===== src/rtl/noc_weighted_rr_arbiter_pkg.sv =====
// Shared types and defaults for the NoC weighted round-robin output arbiter.
// Contents: default requester count and weight width, the index type and
// the per-requester weight array type.
package noc_weighted_rr_arbiter_pkg;

  localparam int unsigned NOC_RR_REQUESTS = 4;
  localparam int unsigned NOC_RR_WEIGHT_W = 4;
  localparam int unsigned NOC_RR_IDX_W    = $clog2(NOC_RR_REQUESTS);

  typedef logic [NOC_RR_IDX_W-1:0] noc_rr_idx_t;
  typedef logic [NOC_RR_REQUESTS-1:0][NOC_RR_WEIGHT_W-1:0] noc_rr_weight_arr_t;

endpackage


===== src/rtl/noc_weighted_rr_arbiter_if.sv =====
// Request/grant bundle between the input VCs and the output-port arbiter.
// Signals:
//   request, urgent, free : per-requester strobes from the input VCs
//   weight                : per-requester consecutive-win budget (quasi-static)
//   o_grant, o_grant_idx,
//   o_grant_valid         : one-hot grant, its binary index, and |o_grant
// Modports: master = requester side, slave = arbiter side.
interface noc_weighted_rr_arbiter_if
  import noc_weighted_rr_arbiter_pkg::*;
#(
  parameter int unsigned REQUESTS = NOC_RR_REQUESTS,
  parameter int unsigned WEIGHT_W = NOC_RR_WEIGHT_W
);

  localparam int unsigned IDX_W = $clog2(REQUESTS);

  logic [REQUESTS-1:0]               request;
  logic [REQUESTS-1:0]               urgent;
  logic [REQUESTS-1:0][WEIGHT_W-1:0] weight;
  logic [REQUESTS-1:0]               free;
  logic [REQUESTS-1:0]               o_grant;
  logic [IDX_W-1:0]                  o_grant_idx;
  logic                              o_grant_valid;

  modport master (
    output request, urgent, weight, free,
    input  o_grant, o_grant_idx, o_grant_valid
  );

  modport slave (
    input  request, urgent, weight, free,
    output o_grant, o_grant_idx, o_grant_valid
  );

endinterface


===== src/rtl/noc_weighted_rr_arbiter_pick.sv =====
// noc_rr_pick: circular find-first-set over a request vector.
// Ports:
//   vector : candidate bits
//   start  : first position examined; scan wraps and ends at start-1
//   found  : any bit of vector set
//   onehot : one-hot of the first set bit found
//   idx    : binary index of that bit (0 when nothing is found)
module noc_rr_pick #(
  parameter  int unsigned WIDTH = 4,
  localparam int unsigned IDX_W = $clog2(WIDTH)
) (
  input  logic [WIDTH-1:0] vector,
  input  logic [IDX_W-1:0] start,
  output logic             found,
  output logic [WIDTH-1:0] onehot,
  output logic [IDX_W-1:0] idx
);

  // Rotate through positions start, start+1, ... and keep the first hit.
  always_comb begin : scan
    logic [IDX_W-1:0] pos;
    found  = 1'b0;
    onehot = '0;
    idx    = '0;
    pos    = '0;
    for (int unsigned k = 0; k < WIDTH; k++) begin
      pos = IDX_W'((32'(start) + k) % WIDTH);
      if (!found && vector[pos]) begin
        found = 1'b1;
        idx   = pos;
      end
    end
    onehot[idx] = found;
  end

endmodule


===== src/rtl/noc_weighted_rr_arbiter.sv =====
// Router output-port arbiter: weighted round-robin with an urgent class and
// packet hold until the owner signals free.
// Ports:
//   noc_clk   : clock
//   noc_rst_n : synchronous active-low reset
//   bus       : request/urgent/weight/free in, one-hot grant + index out
//               (grant outputs are combinational, zero-latency)
module noc_weighted_rr_arbiter
  import noc_weighted_rr_arbiter_pkg::*;
#(
  parameter int unsigned REQUESTS    = NOC_RR_REQUESTS,
  parameter int unsigned WEIGHT_W    = NOC_RR_WEIGHT_W,
  parameter int unsigned KEEP_RESULT = 1,
  parameter int unsigned INITIAL_PTR = REQUESTS - 1
) (
  input logic                     noc_clk,
  input logic                     noc_rst_n,
  noc_weighted_rr_arbiter_if.slave bus
);

  localparam int unsigned IDX_W = $clog2(REQUESTS);

  logic [REQUESTS-1:0] urg_req;
  logic [REQUESTS-1:0] cand;
  logic [REQUESTS-1:0] pick_onehot;
  logic [REQUESTS-1:0] grant_c;
  logic [IDX_W-1:0]    ptr;
  logic [IDX_W-1:0]    start;
  logic [IDX_W-1:0]    pick_idx;
  logic [IDX_W-1:0]    winner;
  logic [IDX_W-1:0]    grant_idx_c;
  logic [WEIGHT_W-1:0] credit;
  logic [WEIGHT_W-1:0] win_weight;
  logic                pick_found;
  logic                stay;
  logic                grab;
  logic                busy;
  logic                busy_next;

  // Class mask: any urgent request hides every normal one.
  always_comb begin
    urg_req = bus.request & bus.urgent;
    cand    = (urg_req != '0) ? urg_req : bus.request;
    start   = (ptr == IDX_W'(REQUESTS - 1)) ? '0 : ptr + IDX_W'(1);
  end

  noc_rr_pick #(
    .WIDTH (REQUESTS)
  ) u_pick (
    .vector (cand),
    .start  (start),
    .found  (pick_found),
    .onehot (pick_onehot),
    .idx    (pick_idx)
  );

  // Winner: stay on ptr while it still has budget, else next in rotation.
  always_comb begin
    stay       = cand[ptr] && (credit != '0);
    winner     = stay ? ptr : pick_idx;
    grab       = pick_found && !busy;
    win_weight = bus.weight[winner];
  end

  // Output mux: fresh winner on a grab, held owner while busy, else idle.
  always_comb begin
    grant_c     = '0;
    grant_idx_c = '0;
    if (grab) begin
      grant_idx_c = winner;
      grant_c     = stay ? (REQUESTS'(1) << ptr) : pick_onehot;
    end else if (busy) begin
      grant_idx_c  = ptr;
      grant_c[ptr] = 1'b1;
    end
  end

  assign bus.o_grant       = grant_c;
  assign bus.o_grant_idx   = grant_idx_c;
  assign bus.o_grant_valid = |grant_c;

  // Pointer and budget; a zero weight behaves as one (budget of zero extra wins).
  always_ff @(posedge noc_clk) begin
    if (!noc_rst_n) begin
      ptr    <= IDX_W'(INITIAL_PTR);
      credit <= '0;
    end else if (grab) begin
      if (winner == ptr) begin
        if (credit != '0) credit <= credit - WEIGHT_W'(1);
      end else begin
        ptr    <= winner;
        credit <= (win_weight == '0) ? '0 : win_weight - WEIGHT_W'(1);
      end
    end
  end

  // Packet hold: release beats a new grab in the same cycle.
  generate
    if (KEEP_RESULT != 0) begin : g_hold
      always_comb begin
        busy_next = busy;
        if ((grant_c & bus.free) != '0) busy_next = 1'b0;
        else if (grab)                  busy_next = 1'b1;
      end

      always_ff @(posedge noc_clk) begin
        if (!noc_rst_n) busy <= 1'b0;
        else            busy <= busy_next;
      end
    end else begin : g_no_hold
      assign busy_next = 1'b0;
      assign busy      = 1'b0;
    end
  endgenerate

endmodule


===== src/flat_wrapper.sv =====
// flat-port wrapper written by rule: the top's interface ports become plain ports
module noc_weighted_rr_arbiter_flat import noc_weighted_rr_arbiter_pkg::*;
#(
  parameter int unsigned REQUESTS    = NOC_RR_REQUESTS,
  parameter int unsigned WEIGHT_W    = NOC_RR_WEIGHT_W,
  parameter int unsigned KEEP_RESULT = 1,
  parameter int unsigned INITIAL_PTR = REQUESTS - 1
)
  (noc_clk, noc_rst_n, bus_request, bus_urgent, bus_weight, bus_free, bus_o_grant, bus_o_grant_idx, bus_o_grant_valid);
  noc_weighted_rr_arbiter_if #(.REQUESTS(REQUESTS), .WEIGHT_W(WEIGHT_W)) bus_i ();
  input logic noc_clk;
  input logic noc_rst_n;
  input wire logic [$bits(bus_i.request)-1:0] bus_request;
  input wire logic [$bits(bus_i.urgent)-1:0] bus_urgent;
  input wire logic [$bits(bus_i.weight)-1:0] bus_weight;
  input wire logic [$bits(bus_i.free)-1:0] bus_free;
  output wire logic [$bits(bus_i.o_grant)-1:0] bus_o_grant;
  output wire logic [$bits(bus_i.o_grant_idx)-1:0] bus_o_grant_idx;
  output wire logic [$bits(bus_i.o_grant_valid)-1:0] bus_o_grant_valid;
  assign bus_i.request = bus_request;
  assign bus_i.urgent = bus_urgent;
  assign bus_i.weight = bus_weight;
  assign bus_i.free = bus_free;
  assign bus_o_grant = bus_i.o_grant;
  assign bus_o_grant_idx = bus_i.o_grant_idx;
  assign bus_o_grant_valid = bus_i.o_grant_valid;
  noc_weighted_rr_arbiter #(.REQUESTS(REQUESTS), .WEIGHT_W(WEIGHT_W), .KEEP_RESULT(KEEP_RESULT), .INITIAL_PTR(INITIAL_PTR)) u_core (.noc_clk(noc_clk), .noc_rst_n(noc_rst_n), .bus(bus_i));
endmodule

===== config.mk =====
export PLATFORM = sky130hd
export DESIGN_NAME = noc_weighted_rr_arbiter_flat
export DESIGN_NICKNAME = d
export VERILOG_FILES = /design/src/rtl/noc_weighted_rr_arbiter_pkg.sv /design/src/rtl/noc_weighted_rr_arbiter_if.sv /design/src/rtl/noc_weighted_rr_arbiter_pick.sv /design/src/rtl/noc_weighted_rr_arbiter.sv /design/src/flat_wrapper.sv
export SDC_FILE = /design/constraint.sdc
export NUM_CORES = 1
export LEC_CHECK = 0
export ABC_AREA = 0
export CORE_MARGIN = 1
export CORE_UTILIZATION = 47
export CTS_CLUSTER_DIAMETER = 150
export DETAILED_ROUTE_END_ITERATION = 10
export GPL_ROUTABILITY_DRIVEN = 0
export PLACE_DENSITY_LB_ADDON = 0.2
export SYNTH_ARGS = -nofsm -noshare
export SYNTH_HDL_FRONTEND = slang
export SYNTH_SLANG_ARGS = --single-unit

===== constraint.sdc =====
create_clock -name noc_clk -period 3.1 [get_ports noc_clk]
set_input_delay 0.465 -clock noc_clk [delete_from_list [all_inputs] [get_ports noc_clk]]
set_output_delay 0.465 -clock noc_clk [all_outputs]
set_load 0.05 [all_outputs]

Yosys cells after proc, flatten, opt, wreduce, memory -nomap -nowiden
Cells that the tools add are included.
{ "op_classes": {"n_eq_ne": 3, "n_bitwise": 5, "n_mul": 0, "n_div": 0, "n_shift": 1, "reduce_logical": 19, "n_addsub": 6, "n_lt_le_gt_ge": 9, "muxes": 35} }
{ "ops": {"columns": ["cell", "n"], "rows": [
  ["2-to-1 mux 4 bit", 8],
  ["less-than comparator 2 x 3 -> 1 bit (second input constant)", 7],
  ["2-to-1 mux 2 bit", 8],
  ["bitwise AND 4 bit", 3],
  ["nonzero test 4 bit", 3],
  ["2-to-1 mux 1 bit", 11],
  ["binary-select mux 1 bit (select 2 bit)", 5],
  ["binary-select mux 4 bit (select 2 bit)", 1],
  ["subtractor 4 x 1 -> 4 bit (second input constant)", 2],
  ["logical AND 1 bit", 7],
  ["adder 2 x 1 -> 2 bit (second input constant)", 2],
  ["adder 2 bit (second input constant)", 2],
  ["demux 1 bit (select 2 bit)", 2],
  ["greater-or-equal comparator 2 x 1 -> 1 bit (second input constant)", 2],
  ["zero test 1 bit", 4],
  ["zero test 4 bit", 1],
  ["AND reduction 2 bit", 2],
  ["OR reduction 4 bit", 1],
  ["left shift 1 x 2 -> 4 bit (first input constant)", 1],
  ["== test 2 bit", 1],
  ["== test 2 bit (second input constant)", 1],
  ["!= test 2 x 1 -> 1 bit (second input constant)", 1],
  ["NOT 1 bit", 2],
  ["OR reduction 2 bit", 1]
]} }
{ "word_totals": {"latchBits": 0, "mem_bits_rw": 0, "elab_cells": 81, "output_inout_bits": 7, "ff_bits": 7, "mem_count": 0, "inputBits": 30, "romBits": 0} }

Depth between registers and ports, before layout
Gate-level depths: netlist of run 1.
{ "depth": {"word_depth": 25, "depth_mapped": 12, "depth_no_buf": 11} }

Modules after synthesis
Synthesis of run 1 repeated with hierarchy kept, for this count alone.
{ "hier_totals": {"hier_cells": 181, "hier_area_um2": 1287.5} }
{ "by_module_without_submodules": {"columns": ["mod", "area_each_um2", "n_inst", "seq_area_each_um2", "cells_each"], "rows": [
  ["noc_weighted_rr_arbiter", 1104.8, 1, 140.1, 149],
  ["noc_rr_pick", 182.7, 1, 0.0, 32]
]} }

Worst setup path after synthesis of run 1
Ideal clock, no wire load.
{ "synth_timing": {"path_type": "input -> output", "start": "input bus_request[3]", "end": "output bus_o_grant_valid", "path_slack_ns": -0.780, "arrival_time_ns": 3.415, "path_buffers": 2, "required_time_ns": 2.635, "stages": 8, "path_cell_list": "buf_4 > and2_1 > a311oi_2 > o32ai_4 > or3_1 > buf_2 > o21ai_0 > or4_1"} }
{ "synth_via": {"elab_chain_cells": 23, "elab_cells_between_ends": 38, "cone_classes": "order compare (2); mux (23); bitwise (2); reduce/logical (11)"} }
{ "synth_lines": {"columns": ["item", "line_no", "text"], "rows": [
  ["from (decl)", "flat_wrapper.sv:13", "input wire logic [$bits(bus_i.request)-1:0] bus_request;"],
  ["bitwise AND 4 bit", "noc_weighted_rr_arbiter.sv:42", "urg_req = bus.request & bus.urgent;"],
  ["nonzero test 4 bit", "noc_weighted_rr_arbiter.sv:43", "cand = (urg_req != '0) ? urg_req : bus.request;"],
  ["2-to-1 mux 4 bit (*)", "noc_weighted_rr_arbiter.sv:43", null],
  ["binary-select mux 1 bit (select 2 bit)", "noc_weighted_rr_arbiter_pick.sv:28", "if (!found && vector[pos]) begin"],
  ["2-to-1 mux 1 bit (implied by the code)", "noc_weighted_rr_arbiter_pick.sv:28", null],
  ["2-to-1 mux 1 bit", "noc_weighted_rr_arbiter_pick.sv:28", null],
  ["zero test 1 bit", "noc_weighted_rr_arbiter_pick.sv:28", null],
  ["logical AND 1 bit", "noc_weighted_rr_arbiter_pick.sv:28", null],
  ["(+8 left out)", null, null],
  ["logical AND 1 bit (implied by the code)", "noc_weighted_rr_arbiter_pick.sv:33", "onehot[idx] = found;"],
  ["2-to-1 mux 1 bit (implied by the code)", "noc_weighted_rr_arbiter_pick.sv:33", null],
  ["demux 1 bit (select 2 bit)", "noc_weighted_rr_arbiter_pick.sv:33", null],
  ["bitwise AND 4 bit (no line)", null, null],
  ["2-to-1 mux 4 bit", "noc_weighted_rr_arbiter.sv:71", "grant_c = stay ? (REQUESTS'(1) << ptr) : pick_onehot;"],
  ["2-to-1 mux 4 bit (*)", "noc_weighted_rr_arbiter.sv:69", "if (grab) begin"],
  ["via bus_o_grant[1]", "flat_wrapper.sv:17", "output wire logic [$bits(bus_i.o_grant)-1:0] bus_o_grant;"],
  ["OR reduction 4 bit (*)", "noc_weighted_rr_arbiter.sv:80", "assign bus.o_grant_valid = |grant_c;"],
  ["to (decl)", "flat_wrapper.sv:19", "output wire logic [$bits(bus_i.o_grant_valid)-1:0] bus_o_grant_valid;"]
]} }
The timed path passes the listed nets; every way through them passes the cells marked *. The select of a mux whose other input is x is not followed.

Worst setup path in the final report of run 1
{ "layout_timing": {"start": "register u_core.credit[1]", "end": "output bus_o_grant_valid"} }
{ "layout_via": {"elab_chain_cells": 5} }
{ "layout_lines": {"columns": ["item", "line_no", "text"], "rows": [
  ["from (decl)", "noc_weighted_rr_arbiter.sv:32", "logic [WEIGHT_W-1:0] credit;"],
  ["from (signal assigned)", "noc_weighted_rr_arbiter.sv:89", "if (credit != '0) credit <= credit - WEIGHT_W'(1);"],
  ["from (signal assigned)", "noc_weighted_rr_arbiter.sv:92", "credit <= (win_weight == '0) ? '0 : win_weight - WEIGHT_W'(1);"],
  ["nonzero test 4 bit", "noc_weighted_rr_arbiter.sv:59", "stay = cand[ptr] && (credit != '0);"],
  ["logical AND 1 bit", "noc_weighted_rr_arbiter.sv:59", null],
  ["2-to-1 mux 4 bit", "noc_weighted_rr_arbiter.sv:71", null],
  ["2-to-1 mux 4 bit", "noc_weighted_rr_arbiter.sv:69", null],
  ["OR reduction 4 bit", "noc_weighted_rr_arbiter.sv:80", null]
]} }
Every way passes these cells.

==> results of run 1 <==
-- area by class of cell --
| class | instances | area (um^2) |
|---|---|---|
| clock buffers | 4 | 26.3 |
| flip-flops and latches | 7 | 141 |
| well taps | 28 | 35.0 |
| fillers | 95 | 208 |
| repair buffers | 82 | 767 |
| inverters | 7 | 26.3 |
| multi-input cells | 126 | 1090 |
-- synth_stat cells, types with 3 or more instances --
cell type and count:
a31oi_1 3, and2_1 3, ha_1 5, o21ai_0 7, nor3_1 5, a22oi_1 4
o211ai_1 5, nand2_1 16, a22o_1 4, xnor2_1 3, a21oi_1 10, nand2b_1 4
a22oi_2 3, o31ai_1 3, nor2_1 5, inv_1 7, dfxtp_1 7, nand3_1 3
buf_2 3, mux2i_1 5
-- worst paths after layout --
check / to / cells after the start
worst max-delay path: bus_o_grant_valid / 9
worst min-delay path: u_core.credit[3] / 2
worst max register to register: u_core.credit[1] / 14
worst min register to register: u_core.credit[3] / 2
-- registers in the layout, indices dropped and copies added, names as in the netlist --
signal,cells
u_core.busy,1
u_core.ptr,2
u_core.credit,4
-- through the flow --
step           TNS, ns  std cells  total power, mW  setup WS (ns)  hold slack, ns
5_1_grt          -1.13        254             3.01         -0.356           0.706
6_report        -0.491        254             2.90         -0.328           0.690
4_1_cts         -0.212        251             2.55         -0.192           0.646
2_1_floorplan  -0.0675        149             1.53        -0.0572           0.513
3_5_place_dp     -3.57        246             2.36         -0.643           0.629
3_3_place_gp     -2.40        246             2.28         -0.535           0.593
-- critical path, delay by kind of cell (launching register included) --
kind / cells / cell delay [ns]
DFF: 1 / 0.33
adders and majority gates: 1 / 0.14
and+or+nand+nor: 3 / 1.46
AOI/OAI and AO/OA: 3 / 0.50
buffers and inverters: 2 / 0.24
-- repair_timing --
| action | CTS | global route |
|---|---|---|
| setup endpoints to repair | 11 | 10 |
| setup buffers | 1 | 4 |
| pin swaps | 12 | 7 |
| resized for setup | 30 | 14 |
-- cell families after synthesis --
| kind of cell | count (synthesis) |
|---|---|
| muxes | 6 |
| AOI/OAI and AO/OA | 64 |
| adders and majority gates | 5 |
| and+or+nand+nor | 48 |
| DFF | 7 |
| buffers and inverters | 16 |
| xor gates and xnor gates | 3 |
-- where the power goes --
| part | switching [mW] | leakage [nW] | internal, mW |
|---|---|---|---|
| Combinational | 1.42 | 0.797 | 1.22 |
| Sequential | 0.0366 | 0.0585 | 0.130 |
| Clock | 0.0457 | 0.0150 | 0.0499 |
| Total | 1.50 | 0.871 | 1.40 |
-- per-layer routing --
metal	global-route usage (%)	vias up	wire length, um
met5	0	-	0
met4	30.6	0	461
met3	6.73	53	491
met2	63.5	152	2550
met1	38.2	828	2040
li1	-	742	-
==> results.txt, run 1 <==
# setup viols final - 5
Syn Inst Count - 149
initial antenna violation count - 0
Finished Cell Area - 2090 um^2
xor and xnor area share after synthesis - 2.23%
GRT Util Overall - 36.9%
CTS Buf Count - 3
CP Cell Sequence - inv_2, ha_4, or3b_4, o2111ai_4, o32ai_4, or3_4, a22o_4, or4_4, buf_8
post-synthesis sequential area ratio - 11.9%
Req. time, crit path - 2.63 ns
Final Max Tran Viols - 0
Remaining DRCs - 0
clock root cell - clkbuf_4
die area - 2710 um^2
setup ws final - -0.328 ns
leading area contributor after synthesis - dfxtp_1
vias post-DR - 1775
antenna cells - 0
post-DP HPWL - 3170 um
ys flop type - dfxtp_1
worst-margin pin slew - 0.451 ns
final hold violation count - 0
DRC violation total after the first TritonRoute iteration - 132
synthesis-to-layout area growth - 77.1%
synthesized area - 1180 um^2
mux cell area share after synthesis - 5.20%
worst-case clock buffer depth - 2
status - complete, but fails checks
number of synthesized flops with an enable pin - 0
Core Util, Final - 91.0%
ys async rst share - 0%
min cycle time layout - 3.43 ns
drt first pass iters - 5
ranking of synthesized cells by area - dfxtp_1 12%, ha_1 5.3%, nand2_1 5.1%
Net Count, Synth - 184
vias in the first global route - 1677
reg2reg start - u_core.credit[1]
first-pass GRT wire length - 7290 um
commonest cells after routing, fill and taps aside - 43 x buf_4, 21 x clkdlybuf4s50_1, 14 x nand2_1
crit path capture type - output port
final period utilization - 111%
Die H - 52.1 um
crit path max fanout - 6
CTS Hold Bufs - 0
Worst R2R Setup Slack - 0.02 ns
Yosys top cell area share - 11.9%
die width - 52.1 um
unrepaired setup endpoints after global routing - yes
post-DR vias/cell - 6.99
H-tree depth - 1
Crit Path Category - flop to output port
register clock-pin slew on the reported worst setup and hold paths - 0.06 ns
final antenna-violating net count - 0
Hold Path Class - flop to flop
# clock sinks - 7
Largest stage delay, worst path - 0.53 ns
Startpoint Class - flop
Initial Utilization - 51.4%
slowest cell on the critical path - or4_4
row count - 17
Synth Area in Simple Gates - 21.4%
TritonCTS clock tree - yes
num ports - 37
Lkg Pwr - 0.871 nW
DR WL/cell - 21.8 um
worst skew pair latency - 0.28 ns
YS warnings - 0
Synth Register Bits - 7
Final Net Count - 262
fmax - 0.292 GHz
layout cells sized above 1 - 45.1%
Placed Area - 1930 um^2
largest net degree at the start of global routing - 10
Synth Area in Adders - 5.30%
Total Wirelength - 5540 um
largest family of logic cells by synthesized area - compound AO/OA/AOI/OAI gates
Synth Area in Compound Gates - 46.7%
failing checks - negative setup slack
crit path from - u_core.credit[1]
grt ovf - 0
Worst VDD drop - 1.27 mV
mean post-synth cell area - 7.92 um^2
commonest non-fill, non-tap cell in the layout - buf_4
Hold Crit Start - u_core.credit[3]
core footprint - 2300 um^2
port bufs - 36
normalized max-slew margin - 69.9%
worst-case clock skew - 0.00326 ns
max capacitance violation total - 0
Power Dens Cells - 1390 nW/um^2
Arrival @ worst endpoint - 2.96 ns
Netlist cell types - 56
Power figures use the tool's default switching activity.
==> inputs of run 2 (changes only) <==
--- a/config.mk
+++ b/config.mk
@@ -8,7 +8,6 @@
 export ABC_AREA = 0
 export CORE_MARGIN = 1
 export CORE_UTILIZATION = 47
-export CTS_CLUSTER_DIAMETER = 150
 export DETAILED_ROUTE_END_ITERATION = 10
 export GPL_ROUTABILITY_DRIVEN = 0
 export PLACE_DENSITY_LB_ADDON = 0.2
==> results of run 2 <==
Final layout, timing and power as in run 1 (identical DEF).
